==> src/rtl/frame_proc_core_if.sv <==
// rtl/frame_proc_core_if.sv - mem0/mem1 and control signal bundle for frame_proc_core
interface frame_proc_core_if #(
   parameter int ADDR_W = 19
);
   logic [1:0]        mode;
   logic              freeze;
   logic [7:0]        din;
   logic [ADDR_W-1:0] addr_mem0;
   logic [ADDR_W-1:0] addr_mem1;
   logic [3:0]        dout;
   logic              we;
   logic              busy;
   logic              frame_done;

   modport master (
      output mode, freeze, din,
      input  addr_mem0, addr_mem1, dout, we, busy, frame_done
   );

   modport slave (
      input  mode, freeze, din,
      output addr_mem0, addr_mem1, dout, we, busy, frame_done
   );
endinterface

==> src/rtl/frame_proc_core.sv <==
// rtl/frame_proc_core.sv - streams frames mem0 -> mem1 as pass, threshold or KxK box-average downscale
module frame_proc_core #(
   parameter int WIDTH      = 640,
   parameter int HEIGHT     = 480,
   parameter int ADDR_W     = 19,
   parameter int SCALE_LOG2 = 2,
   parameter int RD_LAT     = 2,
   parameter int THRESH     = 128
) (
   input  logic              clk25,
   input  logic              rst_n,
   frame_proc_core_if.slave  bus
);
   localparam int K     = 1 << SCALE_LOG2;
   localparam int XW    = $clog2(WIDTH);
   localparam int YW    = $clog2(HEIGHT);
   localparam int ACC_W = 8 + 2 * SCALE_LOG2;
   localparam int NBLK  = WIDTH / K;
   localparam int IW    = (NBLK > 1) ? $clog2(NBLK) : 1;

   localparam logic [ADDR_W-1:0]     W_A      = ADDR_W'(WIDTH);
   localparam logic [ADDR_W-1:0]     LAST_A   = ADDR_W'(WIDTH * HEIGHT - 1);
   localparam logic [XW-1:0]         X_LAST   = XW'(WIDTH - 1);
   localparam logic [YW-1:0]         Y_LAST   = YW'(HEIGHT - 1);
   localparam logic [SCALE_LOG2-1:0] SUB_LAST = '1;
   localparam logic [7:0]            TH_8     = 8'(THRESH);

   typedef enum logic [1:0] {S_IDLE, S_CLEAR, S_RUN} state_t;

   state_t            r_state;
   logic [1:0]        r_cur_mode;
   logic [1:0]        r_last_mode;
   logic              r_iv;
   logic [XW-1:0]     r_ix;
   logic [YW-1:0]     r_iy;
   logic [RD_LAT-1:0] r_pv;
   logic [XW-1:0]     r_px [RD_LAT];
   logic [YW-1:0]     r_py [RD_LAT];
   logic              r_last_wr;
   logic [ADDR_W-1:0] r_addr0;
   logic [ADDR_W-1:0] r_addr1;
   logic [3:0]        r_dout;
   logic              r_we;
   logic              r_busy;
   logic              r_done;
   logic [ACC_W-1:0]  r_acc [NBLK];

   // Tail of the read pipeline: this pixel's din is valid in the current cycle.
   logic              w_v;
   logic [XW-1:0]     w_x;
   logic [YW-1:0]     w_y;
   logic              w_blk_first;
   logic              w_blk_last;
   logic              w_is_last;
   logic [IW-1:0]     w_idx;
   logic [ACC_W-1:0]  w_sum;
   logic [ADDR_W-1:0] w_src_addr;
   logic [ADDR_W-1:0] w_ds_addr;
   logic [3:0]        w_thr;

   assign w_v         = r_pv[RD_LAT-1];
   assign w_x         = r_px[RD_LAT-1];
   assign w_y         = r_py[RD_LAT-1];
   assign w_blk_first = (w_x[SCALE_LOG2-1:0] == '0) && (w_y[SCALE_LOG2-1:0] == '0);
   assign w_blk_last  = (w_x[SCALE_LOG2-1:0] == SUB_LAST) && (w_y[SCALE_LOG2-1:0] == SUB_LAST);
   assign w_is_last   = w_v && (w_x == X_LAST) && (w_y == Y_LAST);
   assign w_idx       = IW'(w_x >> SCALE_LOG2);
   assign w_sum       = r_acc[w_idx] + ACC_W'(bus.din);
   assign w_src_addr  = ADDR_W'(w_y) * W_A + ADDR_W'(w_x);
   assign w_ds_addr   = ADDR_W'(w_y >> SCALE_LOG2) * W_A + ADDR_W'(w_x >> SCALE_LOG2);
   assign w_thr       = (bus.din >= TH_8) ? 4'hF : 4'h0;

   // Accumulator contents are only meaningful after the first pixel of each block loads them.
   always_ff @(posedge clk25) begin
      if (w_v && (r_cur_mode == 2'd2)) begin
         r_acc[w_idx] <= w_blk_first ? ACC_W'(bus.din) : w_sum;
      end
   end

   always_ff @(posedge clk25 or negedge rst_n) begin
      if (!rst_n) begin
         r_state     <= S_IDLE;
         r_cur_mode  <= 2'd0;
         r_last_mode <= 2'd0;
         r_iv        <= 1'b0;
         r_ix        <= '0;
         r_iy        <= '0;
         r_pv        <= '0;
         for (int i = 0; i < RD_LAT; i++) begin
            r_px[i] <= '0;
            r_py[i] <= '0;
         end
         r_last_wr   <= 1'b0;
         r_addr0     <= '0;
         r_addr1     <= '0;
         r_dout      <= 4'h0;
         r_we        <= 1'b0;
         r_busy      <= 1'b0;
         r_done      <= 1'b0;
      end else begin
         r_we      <= 1'b0;
         r_done    <= 1'b0;
         r_last_wr <= 1'b0;

         r_pv[0] <= r_iv;
         r_px[0] <= r_ix;
         r_py[0] <= r_iy;
         for (int i = 1; i < RD_LAT; i++) begin
            r_pv[i] <= r_pv[i-1];
            r_px[i] <= r_px[i-1];
            r_py[i] <= r_py[i-1];
         end

         if (w_v) begin
            r_last_wr <= w_is_last;
            case (r_cur_mode)
               2'd2: begin
                  if (w_blk_last) begin
                     r_we    <= 1'b1;
                     r_addr1 <= w_ds_addr;
                     r_dout  <= w_sum[ACC_W-1 -: 4];
                  end
               end
               2'd1: begin
                  r_we    <= 1'b1;
                  r_addr1 <= w_src_addr;
                  r_dout  <= w_thr;
               end
               default: begin
                  r_we    <= 1'b1;
                  r_addr1 <= w_src_addr;
                  r_dout  <= bus.din[7:4];
               end
            endcase
         end

         case (r_state)
            S_IDLE: begin
               if (!bus.freeze) begin
                  r_cur_mode <= bus.mode;
                  r_busy     <= 1'b1;
                  if ((bus.mode == 2'd2) && (r_last_mode != 2'd2)) begin
                     r_state <= S_CLEAR;
                     r_we    <= 1'b1;
                     r_addr1 <= '0;
                     r_dout  <= 4'h0;
                  end else begin
                     r_state <= S_RUN;
                     r_iv    <= 1'b1;
                     r_ix    <= '0;
                     r_iy    <= '0;
                     r_addr0 <= '0;
                  end
               end
            end
            S_CLEAR: begin
               if (r_addr1 == LAST_A) begin
                  r_state <= S_RUN;
                  r_iv    <= 1'b1;
                  r_ix    <= '0;
                  r_iy    <= '0;
                  r_addr0 <= '0;
               end else begin
                  r_we    <= 1'b1;
                  r_addr1 <= r_addr1 + 1'b1;
                  r_dout  <= 4'h0;
               end
            end
            S_RUN: begin
               if (r_iv) begin
                  if ((r_ix == X_LAST) && (r_iy == Y_LAST)) begin
                     r_iv <= 1'b0;
                  end else begin
                     if (r_ix == X_LAST) begin
                        r_ix <= '0;
                        r_iy <= r_iy + 1'b1;
                     end else begin
                        r_ix <= r_ix + 1'b1;
                     end
                     r_addr0 <= r_addr0 + 1'b1;
                  end
               end
               // The final pixel's write is on the bus this cycle; close the pass.
               if (r_last_wr) begin
                  r_state     <= S_IDLE;
                  r_busy      <= 1'b0;
                  r_done      <= 1'b1;
                  r_last_mode <= r_cur_mode;
               end
            end
            default: r_state <= S_IDLE;
         endcase
      end
   end

   assign bus.addr_mem0  = r_addr0;
   assign bus.addr_mem1  = r_addr1;
   assign bus.dout       = r_dout;
   assign bus.we         = r_we;
   assign bus.busy       = r_busy;
   assign bus.frame_done = r_done;
endmodule

==> src/flat_wrapper.sv <==
// flat-port wrapper written by rule: the top's interface ports become plain ports
module frame_proc_core_flat 
#(
   parameter int WIDTH      = 640,
   parameter int HEIGHT     = 480,
   parameter int ADDR_W     = 19,
   parameter int SCALE_LOG2 = 2,
   parameter int RD_LAT     = 2,
   parameter int THRESH     = 128
)
  (clk25, rst_n, bus_mode, bus_freeze, bus_din, bus_addr_mem0, bus_addr_mem1, bus_dout, bus_we, bus_busy, bus_frame_done);
  frame_proc_core_if #(.ADDR_W(ADDR_W)) bus_i ();
  input  logic clk25;
  input  logic rst_n;
  input wire logic [$bits(bus_i.mode)-1:0] bus_mode;
  input wire logic [$bits(bus_i.freeze)-1:0] bus_freeze;
  input wire logic [$bits(bus_i.din)-1:0] bus_din;
  output wire logic [$bits(bus_i.addr_mem0)-1:0] bus_addr_mem0;
  output wire logic [$bits(bus_i.addr_mem1)-1:0] bus_addr_mem1;
  output wire logic [$bits(bus_i.dout)-1:0] bus_dout;
  output wire logic [$bits(bus_i.we)-1:0] bus_we;
  output wire logic [$bits(bus_i.busy)-1:0] bus_busy;
  output wire logic [$bits(bus_i.frame_done)-1:0] bus_frame_done;
  assign bus_i.mode = bus_mode;
  assign bus_i.freeze = bus_freeze;
  assign bus_i.din = bus_din;
  assign bus_addr_mem0 = bus_i.addr_mem0;
  assign bus_addr_mem1 = bus_i.addr_mem1;
  assign bus_dout = bus_i.dout;
  assign bus_we = bus_i.we;
  assign bus_busy = bus_i.busy;
  assign bus_frame_done = bus_i.frame_done;
  frame_proc_core #(.WIDTH(WIDTH), .HEIGHT(HEIGHT), .ADDR_W(ADDR_W), .SCALE_LOG2(SCALE_LOG2), .RD_LAT(RD_LAT), .THRESH(THRESH)) u_core (.clk25(clk25), .rst_n(rst_n), .bus(bus_i));
endmodule
==> config.mk <==
export PLATFORM = sky130hd
export DESIGN_NAME = frame_proc_core_flat
export DESIGN_NICKNAME = d
export VERILOG_FILES = /design/src/rtl/frame_proc_core_if.sv /design/src/rtl/frame_proc_core.sv /design/src/flat_wrapper.sv
export SDC_FILE = /design/constraint.sdc
export NUM_CORES = 2
export LEC_CHECK = 0
export BUFFER_PORTS_ARGS = -buffer_cell sky130_fd_sc_hd__buf_2
export CAP_MARGIN = 5
export CORE_ASPECT_RATIO = 0.5
export CORE_MARGIN = 3
export CORE_UTILIZATION = 50
export DETAILED_ROUTE_END_ITERATION = 8
export MAX_ROUTING_LAYER = met4
export PLACE_DENSITY = 0.62
export SLEW_MARGIN = 5
export SYNTH_ARGS = -nofsm -noshare
export SYNTH_HDL_FRONTEND = slang
export SYNTH_SLANG_ARGS = --single-unit
==> constraint.sdc <==
create_clock -name clk25 -period 16.21 [get_ports clk25]
set_input_delay 3.242 -clock clk25 [delete_from_list [all_inputs] [get_ports clk25]]
set_output_delay 3.242 -clock clk25 [all_outputs]
set_load 0.01 [all_outputs]
==> impl_metrics.env <==
export IMPL_pwrdens_nw_per_um2=112
export IMPL_setup_worst_path_end_class="flip-flop"
export IMPL_detail_route_wl_per_cell_um=33.1
export IMPL_gp_congestion=0.897
export IMPL_timing_final_setup_violations=0
export IMPL_detail_route_iter0_violations=5523
export IMPL_timing_critical_path_arrival_ps=9700
export IMPL_dominantRegCellSynth="sky130_fd_sc_hd__edfxtp_1"
export IMPL_worst_pin_slew_ps=1360
export IMPL_cts_max_level=4
export IMPL_clk_pin_slew_ps=70
export IMPL_clock_latency_ps=810
export IMPL_yosys_area_top_type_share_pct=71.5
export IMPL_antenna_left=0
export IMPL_total_congestion_overflow=0
export IMPL_summed_instance_area_of_the_synthesized_netlist_um2=80700
export IMPL_path_max_fanout=108
export IMPL_clock_sinks=2032
export IMPL_die_width_um=574
export IMPL_tritoncts="done"
export IMPL_timing_slew_headroom_pct=9.06
export IMPL_leak_pwr_nw=27.7
export IMPL_grt_setup_unrepaired="no"
export IMPL_cap_violations=0
export IMPL_worst_setup_path_start_kind="flip-flop"
export IMPL_min_path_type="flip-flop to flip-flop"
export IMPL_grt_start_max_net_pins=109
export IMPL_synth_area_leaders="sky130_fd_sc_hd__edfxtp_1 71%, sky130_fd_sc_hd__mux4_2 15%, sky130_fd_sc_hd__dfrtp_1 3.5%"
export IMPL_fin_skew_ps=31.7
export IMPL_dpl_hpwl_um=124000
export IMPL_report_final_hold_viol_count=0
export IMPL_layout_worst_path_cycle_share_pct=57.2
export IMPL_cts_repair_timing_setup_buffer_count=0
export IMPL_layout_filler_cells=11700
export IMPL_io_buffers=57
export IMPL_drt_vias_per_instance=6.44
export IMPL_sequential_element_share_of_the_synthesized_area_pct=75.0
export IMPL_clock_root_buffer="sky130_fd_sc_hd__clkbuf_16"
export IMPL_dpl_instance_area_um2=84100
export IMPL_worst_endpoint_required_ps=16640
export IMPL_i_o_pin_count=58
export IMPL_max_clock_path_buffers=3
export IMPL_synthArstFlopShare_pct=5.51
export IMPL_synth_warning_count=0
export IMPL_placement_rows=103
export IMPL_synth_cell_types=73
export IMPL_timing_max_transition_violations_final=0
export IMPL_multi_input_area_um2=19400
export IMPL_avg_synthesized_cell_area_um2=20.9
export IMPL_final_seq_area_um2=60500
export IMPL_dr_total_vias=40700
export IMPL_cts_resized=0
export IMPL_area_growth_synth_to_final_pct=11.0
export IMPL_seq_cells_post_synth=2032
export IMPL_drt_total_wl_um=209000
export IMPL_cts_inserted_buffers=174
export IMPL_area_inside_the_core_boundary_um2=159000
export IMPL_synth_edff_count=1920
export IMPL_synth_top_cell_by_area="sky130_fd_sc_hd__edfxtp_1"
export IMPL_effective_utilization_at_floorplan_pct=50.7
export IMPL_netlist_top_cells_count="1920 x sky130_fd_sc_hd__edfxtp_1, 549 x sky130_fd_sc_hd__mux4_2, 230 x sky130_fd_sc_hd__nor2_1, 115 x sky130_fd_sc_hd__nand2_1, 112 x sky130_fd_sc_hd__dfrtp_1"
export IMPL_setup_total_negative_slack_ps=0
export IMPL_largest_vdd_supply_drop_mv=0.109
export IMPL_layout_nets=4072
export IMPL_yosysMostFrequentCell="sky130_fd_sc_hd__edfxtp_1"
export IMPL_layout_min_cycle_time_ps=9270
export IMPL_fin_area_um2=89500
export IMPL_final_layout_size_suffix_gt1_share_pct=27.2
export IMPL_drt_drc_violations_left=0
export IMPL_achievable_frequency_ghz=0.108
export IMPL_hold_buffers=0
export IMPL_syn_inst=3854
export IMPL_setup_worst_path_class="flip-flop to flip-flop"
export IMPL_mappedNetlistNets=3904
export IMPL_number_of_global_route_vias_before_repair=39800
export IMPL_fp_dieArea_um2=166000
export IMPL_status="completed"
export IMPL_global_route_usage_total_pct=25.9
export IMPL_antenna_found_initial=6
export IMPL_number_of_search_and_repair_iterations_in_the_first_detailed_routing_pass=6
export IMPL_fp_dieH_um=290
export IMPL_wire_length_of_the_first_global_routing_pass_um=298000
## flip-flops by register name, summed over array words and instances, names as in the netlist
register and cells:
u_core.r_pv 2, u_core.r_py 9, u_core.bus.addr_mem0 19, u_core.r_iy 9, u_core.bus.we 1, u_core.r_ix 10, u_core.r_iv 1, u_core.r_px 10
u_core.r_last_wr 1, u_core.bus.dout 4, u_core.bus.busy 1, u_core.bus.addr_mem1 19, u_core.r_cur_mode 2, u_core.w_y 9, u_core.w_x 10, u_core.r_last_mode 2
u_core.bus.frame_done 1, u_core.r_state 2, u_core.r_acc 1920
## cells in the final DEF (no fill, tap or decap), drive strengths merged, types with 20 or more instances in the layout
cell type	count
a21oi	88
a22oi	42
and3	20
buf	198
clkbuf	219
clkinv	80
dfrtp	112
edfxtp	1920
ha	33
inv	41
mux2i	50
mux4	565
nand2	115
nand3	50
nand4	21
nor2	231
nor3	35
o21ai	68
xnor2	35
## per-layer routing
metal | vias to the layer above | GRT usage [%] | part of all wire, %
met5 | - | - | 0
met4 | 0 | 6.54 | 2.5
met3 | 322 | 5.99 | 10
met2 | 2005 | 37.2 | 46
met1 | 22000 | 37.9 | 42
li1 | 16400 | - | -
## power by group
| part | leakage (nW) | switching, W | internal [W] |
|---|---|---|---|
| combinational | 6.44 | 0.000139 | 0.0000232 |
| sequential | 18.6 | 0.00000783 | 0.00577 |
| clock | 2.65 | 0.00188 | 0.00218 |
| total | 27.7 | 0.00203 | 0.00797 |
## path summary, 6_finish.rpt
| check | from | end | slack, ps | cells past startpoint |
|---|---|---|---|---|
| min reg2reg | u_core.r_pv[0]$_DFF_PN0_ | u_core.r_pv[1]$_DFF_PN0_ | 340 | 0 |
| min in group asynchronous | rst_n | u_core.bus.addr_mem0[13]$_DFFE_PN0P_ | 2410 | 1 |
| max reg2reg | u_core.w_x[2]$_DFF_PN0_ | u_core.r_acc[14][10]$_DFFE_PP_ | 6940 | 18 |
| min | u_core.r_pv[0]$_DFF_PN0_ | u_core.r_pv[1]$_DFF_PN0_ | 340 | 0 |
| max | u_core.w_x[2]$_DFF_PN0_ | u_core.r_acc[14][10]$_DFFE_PP_ | 6940 | 18 |
| max in group asynchronous | rst_n | u_core.w_x[4]$_DFF_PN0_ | 12340 | 2 |
## kinds of logic (layout without fill, tap and decap cells)
family	after synthesis	in the layout	share of synthesized area (%)
AO/OA/AOI/OAI	309	309	2.45
XOR/XNOR	54	54	0.586
adder cells (fa/ha/maj)	37	37	0.611
buffers and inverters	243	550	1.64
flip-flops	2032	2032	75.0
multiplexers	620	620	16.5
other	0	8	0
AND/OR/NAND/NOR	559	559	3.21
## per-stage QoR
stage,setup WS [ps],utilization (%),std cells,hold slack (ps),power [W]
after detailed placement,6920,52.9,5997,335,0.00606
after CTS,6890,56.3,6312,339,0.0101
final,6940,56.3,6321,338,0.0100
after floorplan,3720,-,3854,331,0.00599
after global placement,7070,52.9,5997,333,0.00605
after global routing,6170,56.3,6320,350,0.0103
## cell type report
type | instances | share of cell area (%)
Inverter | 37 | 0.155
Antenna cell | 8 | 0.0224
Clock buffer | 219 | 5.18
Timing Repair Buffer | 198 | 1.58
Multi-Input combinational cell | 1579 | 21.6
Tap cell | 2152 | 3.01
Sequential cell | 2032 | 67.6
Clock inverter | 96 | 0.869
## critical path, stage by stage, from the launching register on
cell and delay (ps):
sky130_fd_sc_hd__dfrtp_4 900, sky130_fd_sc_hd__buf_12 580, sky130_fd_sc_hd__buf_12 590, sky130_fd_sc_hd__buf_4 720
sky130_fd_sc_hd__mux4_2 600, sky130_fd_sc_hd__mux4_2 510, sky130_fd_sc_hd__mux4_2 500, sky130_fd_sc_hd__mux2_2 290
sky130_fd_sc_hd__o21ai_1 220, sky130_fd_sc_hd__fa_1 270, sky130_fd_sc_hd__nor2b_1 70, sky130_fd_sc_hd__o21ai_0 210
sky130_fd_sc_hd__a21boi_0 210, sky130_fd_sc_hd__o21ai_0 310, sky130_fd_sc_hd__a21oi_1 230, sky130_fd_sc_hd__and3_1 250
sky130_fd_sc_hd__nor3_4 860, sky130_fd_sc_hd__buf_4 410, sky130_fd_sc_hd__buf_4 750
Power figures use the tool's default switching activity.
